===== src/rtl/array_ops_pkg.sv =====
// rtl/array_ops_pkg.sv - shared sizing helpers and FSM state type for array tiling
package array_ops_pkg;

    typedef enum logic [0:0] {
        IDLE = 1'b0,
        SEND = 1'b1
    } state_t;

    function automatic int ceil_div(input int num, input int den);
        return (num + den - 1) / den;
    endfunction

    // A single tile still needs a one-bit index port.
    function automatic int tile_width(input int num_tiles);
        return (num_tiles <= 1) ? 1 : $clog2(num_tiles);
    endfunction

endpackage


===== src/rtl/array_tile_extract.sv =====
// rtl/array_tile_extract.sv - selects one row-tile of the array and flattens it
module array_tile_extract
    import array_ops_pkg::*;
#(
    parameter int BIT_WIDTH = 4,
    parameter int ROWS      = 8,
    parameter int COLS      = 8,
    parameter int SUB_ROWS  = 4,
    parameter int COL_MAJOR = 1,
    localparam int NUM_TILES = ceil_div(ROWS, SUB_ROWS),
    localparam int TW        = tile_width(NUM_TILES)
) (
    input  logic [ROWS*COLS*BIT_WIDTH-1:0]     array,
    input  logic [TW-1:0]                      tile,
    output logic [SUB_ROWS*COLS*BIT_WIDTH-1:0] data,
    output logic [SUB_ROWS-1:0]                keep
);

    localparam int ROW_W    = COLS * BIT_WIDTH;
    localparam int PAD_ROWS = NUM_TILES * SUB_ROWS;

    logic [PAD_ROWS*ROW_W-1:0] padded;
    logic [ROW_W-1:0]          tile_rows [SUB_ROWS];

    // Rows past the end of the array read as zero so the last tile needs no special case.
    always_comb begin
        padded = '0;
        padded[ROWS*ROW_W-1:0] = array;
    end

    always_comb begin
        keep = '0;
        for (int i = 0; i < SUB_ROWS; i++) begin
            tile_rows[i] = '0;
            for (int t = 0; t < NUM_TILES; t++) begin
                if (tile == TW'(t)) begin
                    tile_rows[i] = padded[(t*SUB_ROWS + i)*ROW_W +: ROW_W];
                    keep[i]      = (t*SUB_ROWS + i < ROWS);
                end
            end
        end
    end

    for (genvar gi = 0; gi < SUB_ROWS; gi++) begin : g_row
        for (genvar gj = 0; gj < COLS; gj++) begin : g_col
            localparam int SLOT = (COL_MAJOR != 0) ? (gj*SUB_ROWS + gi) : (gi*COLS + gj);
            assign data[SLOT*BIT_WIDTH +: BIT_WIDTH] = tile_rows[gi][gj*BIT_WIDTH +: BIT_WIDTH];
        end
    end

endmodule


===== src/rtl/array_tile_serializer.sv =====
// rtl/array_tile_serializer.sv - captures a full array and streams it out as row-tiles
module array_tile_serializer
    import array_ops_pkg::*;
#(
    parameter int BIT_WIDTH = 4,
    parameter int ROWS      = 8,
    parameter int COLS      = 8,
    parameter int SUB_ROWS  = 4,
    parameter int COL_MAJOR = 1,
    localparam int NUM_TILES = ceil_div(ROWS, SUB_ROWS),
    localparam int TW        = tile_width(NUM_TILES)
) (
    input  logic                               clk,
    input  logic                               rst_n,
    input  logic                               in_valid,
    output logic                               in_ready,
    input  logic [ROWS*COLS*BIT_WIDTH-1:0]     in_data,
    output logic                               out_valid,
    input  logic                               out_ready,
    output logic [SUB_ROWS*COLS*BIT_WIDTH-1:0] out_data,
    output logic [SUB_ROWS-1:0]                out_keep,
    output logic [TW-1:0]                      out_tile,
    output logic                               out_last
);

    if (SUB_ROWS < 1 || SUB_ROWS > ROWS) begin : g_bad_sub_rows
        $error("array_tile_serializer: SUB_ROWS must be in 1..ROWS");
    end

    state_t                         state;
    logic [TW-1:0]                  tile;
    logic [ROWS*COLS*BIT_WIDTH-1:0] array_q;
    logic [SUB_ROWS*COLS*BIT_WIDTH-1:0] ext_data;
    logic [SUB_ROWS-1:0]            ext_keep;
    logic                           last_tile;
    logic                           in_fire;
    logic                           out_fire;

    assign last_tile = (tile == TW'(NUM_TILES - 1));
    assign out_valid = (state == SEND);

    // Accepting on the final beat's handshake lets arrays stream with no idle cycle between them.
    assign in_ready = rst_n && ((state == IDLE) || ((state == SEND) && last_tile && out_ready));
    assign in_fire  = in_valid && in_ready;
    assign out_fire = out_valid && out_ready;

    always_ff @(posedge clk or negedge rst_n) begin
        if (!rst_n) begin
            state   <= IDLE;
            tile    <= '0;
            array_q <= '0;
        end else if (in_fire) begin
            array_q <= in_data;
            tile    <= '0;
            state   <= SEND;
        end else if (out_fire) begin
            if (last_tile) begin
                state <= IDLE;
            end else begin
                tile <= tile + TW'(1);
            end
        end
    end

    array_tile_extract #(
        .BIT_WIDTH (BIT_WIDTH),
        .ROWS      (ROWS),
        .COLS      (COLS),
        .SUB_ROWS  (SUB_ROWS),
        .COL_MAJOR (COL_MAJOR)
    ) u_extract (
        .array (array_q),
        .tile  (tile),
        .data  (ext_data),
        .keep  (ext_keep)
    );

    assign out_data = out_valid ? ext_data : '0;
    assign out_keep = out_valid ? ext_keep : '0;
    assign out_last = out_valid && last_tile;
    assign out_tile = tile;

endmodule


===== config.mk =====
export PLATFORM = sky130hd
export DESIGN_NAME = array_tile_serializer
export DESIGN_NICKNAME = d
export VERILOG_FILES = /design/src/rtl/array_ops_pkg.sv /design/src/rtl/array_tile_extract.sv /design/src/rtl/array_tile_serializer.sv
export SDC_FILE = /design/constraint.sdc
export NUM_CORES = 1
export LEC_CHECK = 0
export ABC_AREA = 0
export BUFFER_PORTS_ARGS = -buffer_cell sky130_fd_sc_hd__buf_2
export CAP_MARGIN = 20
export CORE_MARGIN = 10
export CORE_UTILIZATION = 45
export DETAILED_ROUTE_END_ITERATION = 8
export PLACE_DENSITY_LB_ADDON = 0.1
export SLEW_MARGIN = 20
export SYNTH_ARGS = -nofsm -noshare
export SYNTH_HDL_FRONTEND = slang
export SYNTH_HIERARCHICAL = 1
export SYNTH_SLANG_ARGS = --single-unit

===== constraint.sdc =====
create_clock -name clk -period 1.75 [get_ports clk]
set_clock_uncertainty 0.1 [all_clocks]
set_input_delay 0.175 -clock clk [delete_from_list [all_inputs] [get_ports clk]]
set_output_delay 0.175 -clock clk [all_outputs]
set_load 0.005 [all_outputs]

Yosys cells after proc, flatten, opt, wreduce, memory -nomap -nowiden:

Cells that the tools add are included.

* output and inout port bits: 136
* register bits after elaboration: 258

* reduce and logical (&&, ||, !) cells: 9
* muxes and demuxes: 12
* bitwise logic cells: 1
* $add $sub $neg: 1

Operator list (number)
* 2-to-1 mux 128 bit: 1
* 2-to-1 mux 32 bit: 4
* 2-to-1 mux 1 bit: 6
* logical AND 1 bit: 5
* 2-to-1 mux 4 bit: 1
* nonzero test 2 bit: 2
* AND reduction 2 bit: 1
* adder 1 bit, second input constant: 1
* logical OR 1 bit: 1
* inverter 1 bit: 1

Logic depth before layout (Yosys ltp):

* word-level depth: 7
* mapped depth: 5
* depth with buffers taken out: 3

Modules after synthesis:

The synthesis kept the hierarchy.

Modules (own cells, without submodules)
* array_tile_serializer: cells an instance 698, area an instance 10900.5 um^2, instances 1
* array_tile_extract: cells an instance 147, area an instance 1652.8 um^2, instances 1

Least setup slack after synthesis:

Ideal clock, no wire load.

* kind: register to register
* from: reg tile, in the netlist out_tile
* to: reg array_q[194]
* arrival: 1.470 ns
* setup slack: 0.055 ns
* path buffers: 2
* required time: 1.525 ns
* setup time: 0.125 ns
* cell stages (with the launch flop): 6
* path through: dfrtp_1 -> nand2_2 -> a21oi_4 -> buf_6 -> buf_12 -> mux2_2

* word-level cells in the longest chain between the ends: 5

Ends and longest elaborated chain
* start, declared: line array_tile_serializer.sv:31 `logic [TW-1:0] tile;`
* start signal, assigned: line array_tile_serializer.sv:60 `tile <= tile + TW'(1);`
* logical AND 1 bit (2 in series): line array_tile_serializer.sv:43 `assign in_ready = rst_n && ((state == IDLE) || ((state == SEND) && last_tile && out_ready));`
* logical OR 1 bit: line array_tile_serializer.sv:43
* logical AND 1 bit: line array_tile_serializer.sv:43
* logical AND 1 bit: line array_tile_serializer.sv:44 `assign in_fire = in_valid && in_ready;`
* end signal, assigned: line array_tile_serializer.sv:53 `array_q <= in_data;`
* end, declared: line array_tile_serializer.sv:32 `logic [ROWS*COLS*BIT_WIDTH-1:0] array_q;`

Every way passes these cells.
A chain may end at the register's enable or synchronous reset.

Final worst setup path:

* from: reg tile, in the netlist out_tile
* to: out out_data[51]

* word-level cells in the longest chain between the ends: 2

Ends and longest elaborated chain
* 2-to-1 mux 32 bit: line array_tile_extract.sv:36 `if (tile == TW'(t)) begin`
* via ext_data[51]: line array_tile_serializer.sv:33 `logic [SUB_ROWS*COLS*BIT_WIDTH-1:0] ext_data;`
* 2-to-1 mux 128 bit: line array_tile_serializer.sv:78 `assign out_data = out_valid ? ext_data : '0;`
* end, declared: line array_tile_serializer.sv:20 `output logic [SUB_ROWS*COLS*BIT_WIDTH-1:0] out_data,`

The timed path passes the listed nets, and every way through them passes these cells.

==> results.txt <==
In the synthesized netlist, the number of instances is 845. The detail route stage leaves a number of antenna-violating nets equal to 0. The die covers 35000 µm². The region available for standard cell placement spans 27600 µm². The mean area per synthesized cell was 14.9 µm². The maximum buffer depth of the clock tree was 3; the HPWL reported at the end of detailed placement was 23.9 mm.

Row generation in the floorplan step produced 61 rows. The placed instances occupy a cell area of 14800 µm². The checks that failed: negative setup slack. For the worst setup path, the data required time is 1.47 ns. The summed area of non-filler cells in the final layout is 20900 µm², and the max-slew violation count is 0. TritonCTS built the clock tree. Timing analysis after detailed placement gives a worst setup slack of 0.00731 ns. The power density normalized to cell area was 1460 nW/µm². The run finished, with violations left. Synthesis inferred 258 register bits. Fill cells in the final layout number 1738. By startpoint and endpoint, the worst setup path is classified as reg2out.

The depth of the worst register-to-register path is 8, and the leakage component of the power is 10.0 nW. Setup repair after global routing could not meet its margin everywhere. The fraction of final layout cells sized beyond drive strength 1 came out at 60.9%. For the initial antenna violation count, the log shows 11. For this block, the routed nets add up to 46.1 mm of wire. The worst hold path belongs to the class in2reg. Summed over all failing endpoints, the final setup total negative slack is -132.80 ns. The period utilization was 129%.

The run gives 12600 µm² as the netlist area before placement. Entering global routing, the biggest net connects 145 pins. The run gives 51.4% as the sequential element share of the synthesized area. The first global-routing pass estimated 60.8 mm of wire.

Of all nets on the critical path, the largest fanout is 13. Measured along the y axis, the die boundary spans 187 µm. For the hold violation total from the final report, the log shows 0.

The run gives 1837 as the final layout net count. The startpoint identified for the worst hold timing path is in_data[215]. The sequential cell area was 6460 µm². After layout, the minimum clock period comes to 2.26 ns.

Number of cells traversed by the worst hold path: 3. The worst hold path terminates at array_q[215]. The tools report the insertion delay of the later-clocked pin in the worst-skew pair as 0.54 ns. Initial cell density of the core: 45.4%. The pre-antenna-repair detailed-routing pass consisted of 4 iterations. Pin placement for this block handled 396 I/O pins.

The register clock-pin slew on the reported worst setup and hold paths is 0.06 ns. The worst setup path is launched from a flip-flop. The final weighted congestion in routability-driven placement is 0.781. Number of buffers added on ports: 395.

The slew of the pin with the lowest slew margin is 0.789 ns, and the residual overflow from global routing is 0. The area growth from synthesis to layout works out to 66.6%. Number of sinks driven by the clock tree: 258. The final worst slack is -0.508 ns, and the count of max-cap constraint violations is 0.

The library cell used as clock root buffer is clkbuf_16. For this block, the via count after detailed routing is 9819. The worst reg2reg path endpoint is array_q[32]. For the maximum frequency from static timing analysis, the log shows 443 MHz. The CTS buffer count is 30, and the via count of the first global-routing pass is 10553. Across the VDD grid, the largest voltage drop is 0.000938 V. After detailed routing, the number of remaining DRC violations is 0. Yosys printed 6 warnings. The tools report the distinct cell type count after synthesis as 17.

In the final layout, the multi-input gates occupy 6210 µm². The tools report the launching point of the worst reg2reg path as out_valid. The run gives 21.6% as the total global routing track utilization. In the final routed layout, each cell accounts on average for 23.2 µm. Headroom to the max-slew limit came out at 47.4%.

The ratio of routed vias to standard cells was 4.95; the arrival time at the worst endpoint was 1.98 ns. The setup check on the worst reg-to-reg path leaves a slack of -0.36 ns. The H-tree level count was 1. The kind of capture point of the worst setup path was a primary output.

After the first detailed-routing iteration, the DRC count stood at 577. Setup violations remaining at the end of the flow were counted as 391. The floorplan step set the die width to 187 µm.
-- through the flow --
step	total power, W	util, %	cells	hold WS [ns]
after detailed placement	0.0201	53.5	1590	0.219
after CTS	0.0277	67.8	1916	0.275
after global routing	0.0320	75.7	1985	0.293
after floorplan	0.0165	-	848	-0.221
final	0.0305	75.7	1985	0.298
after global placement	0.0199	53.5	1590	0.222
-- kinds of logic (layout without fill, tap and decap cells) --
kind of cell / Yosys count / count (layout) / share of synthesized area [%]
buffers and inverters: 61 / 812 / 6.41
other: 1 / 12 / 0.0299
flip-flops: 258 / 258 / 51.4
multiplexers: 384 / 384 / 35.0
AO/OA/AOI/OAI: 2 / 2 / 0.199
XOR/XNOR: 1 / 1 / 0.0698
AND/OR/NAND/NOR: 138 / 138 / 6.82
-- layer usage --
metal	global-route usage (%)	wire [µm]
met1	26.0	19500
met2	37.7	22900
met3	4.92	2500
met4	6.30	1180
met5	0	12
-- worst max-delay path by stage --
stage                        end  startpoint  slack, ns  cells after the start
CTS                 out_data[53]    out_tile      -0.51                      5
finish              out_data[51]    out_tile      -0.51                      5
floorplan           array_q[194]    out_tile       0.05                      5
global route        out_data[51]    out_tile      -0.56                      5
detailed placement  out_data[53]    out_tile      0.007                      5
global placement    out_data[53]    out_tile       0.01                      5
-- state kept, by name, indices dropped and copies added (netlist names) --
signal	cells
array_q	256
out_valid	1
out_tile	1
-- worst max-delay path, stage by stage (launching register included) --
cell     delay (ns)
dfrtp_4        0.45
buf_12         0.18
buf_12         0.15
mux2_2         0.34
and2_1         0.18
buf_2          0.14
-- final cells by class --
class / count / share of cell area (%)
well taps: 378 / 2.26
clock buffers: 45 / 4.39
repair buffers: 758 / 32.4
clock inverters: 9 / 0.227
diodes: 8 / 0.0957
multi-input cells: 529 / 29.7
flip-flops and latches: 258 / 30.9
-- cells in the final DEF (no fill, tap or decap), types with 4 or more instances in the layout --
cell / n
clkbuf_16: 64
buf_2: 382
clkbuf_8: 9
buf_4: 9
mux2_2: 150
mux2_4: 234
buf_16: 13
clkinv_2: 8
dlygate4sd3_1: 259
buf_6: 26
dfrtp_1: 256
diode_2: 8
and2_1: 97
clkbuf_1: 5
bufbuf_16: 5
and2_4: 37
conb_1: 4
buf_12: 21
buf_8: 10
-- timing repair --
item / CTS / global route
hold endpoints to repair: 516 / 259
buffers inserted: 6 / 16
resized for setup: 40 / 271
setup endpoints to repair: 135 / 391
hold buffers: 259 / 1
pin swaps: 2 / 1
gates cloned: 7 / 45
-- cell usage after synthesis --
cell type,number,area (µm²)
mux2_2,363,4090
dfrtp_1,258,6460
and2_1,134,838
buf_12,26,521
mux2_4,20,300
clkbuf_1,14,52.6
clkbuf_8,8,110
buf_6,7,78.8
buf_4,5,37.5
nand2_1,3,11.3
a21oi_4,1,16.3
a22o_1,1,8.76
buf_2,1,5.00
conb_1,1,3.75
mux2_1,1,11.3
nand2_2,1,6.26
xor2_1,1,8.76
-- where the power goes --
group	switching [W]	leakage, nW	internal, W
Clock	0.00250	0.484	0.00359
Sequential	0.00137	3.02	0.00842
Combinational	0.00513	6.52	0.00948
(Power assumes the default switching activity.)
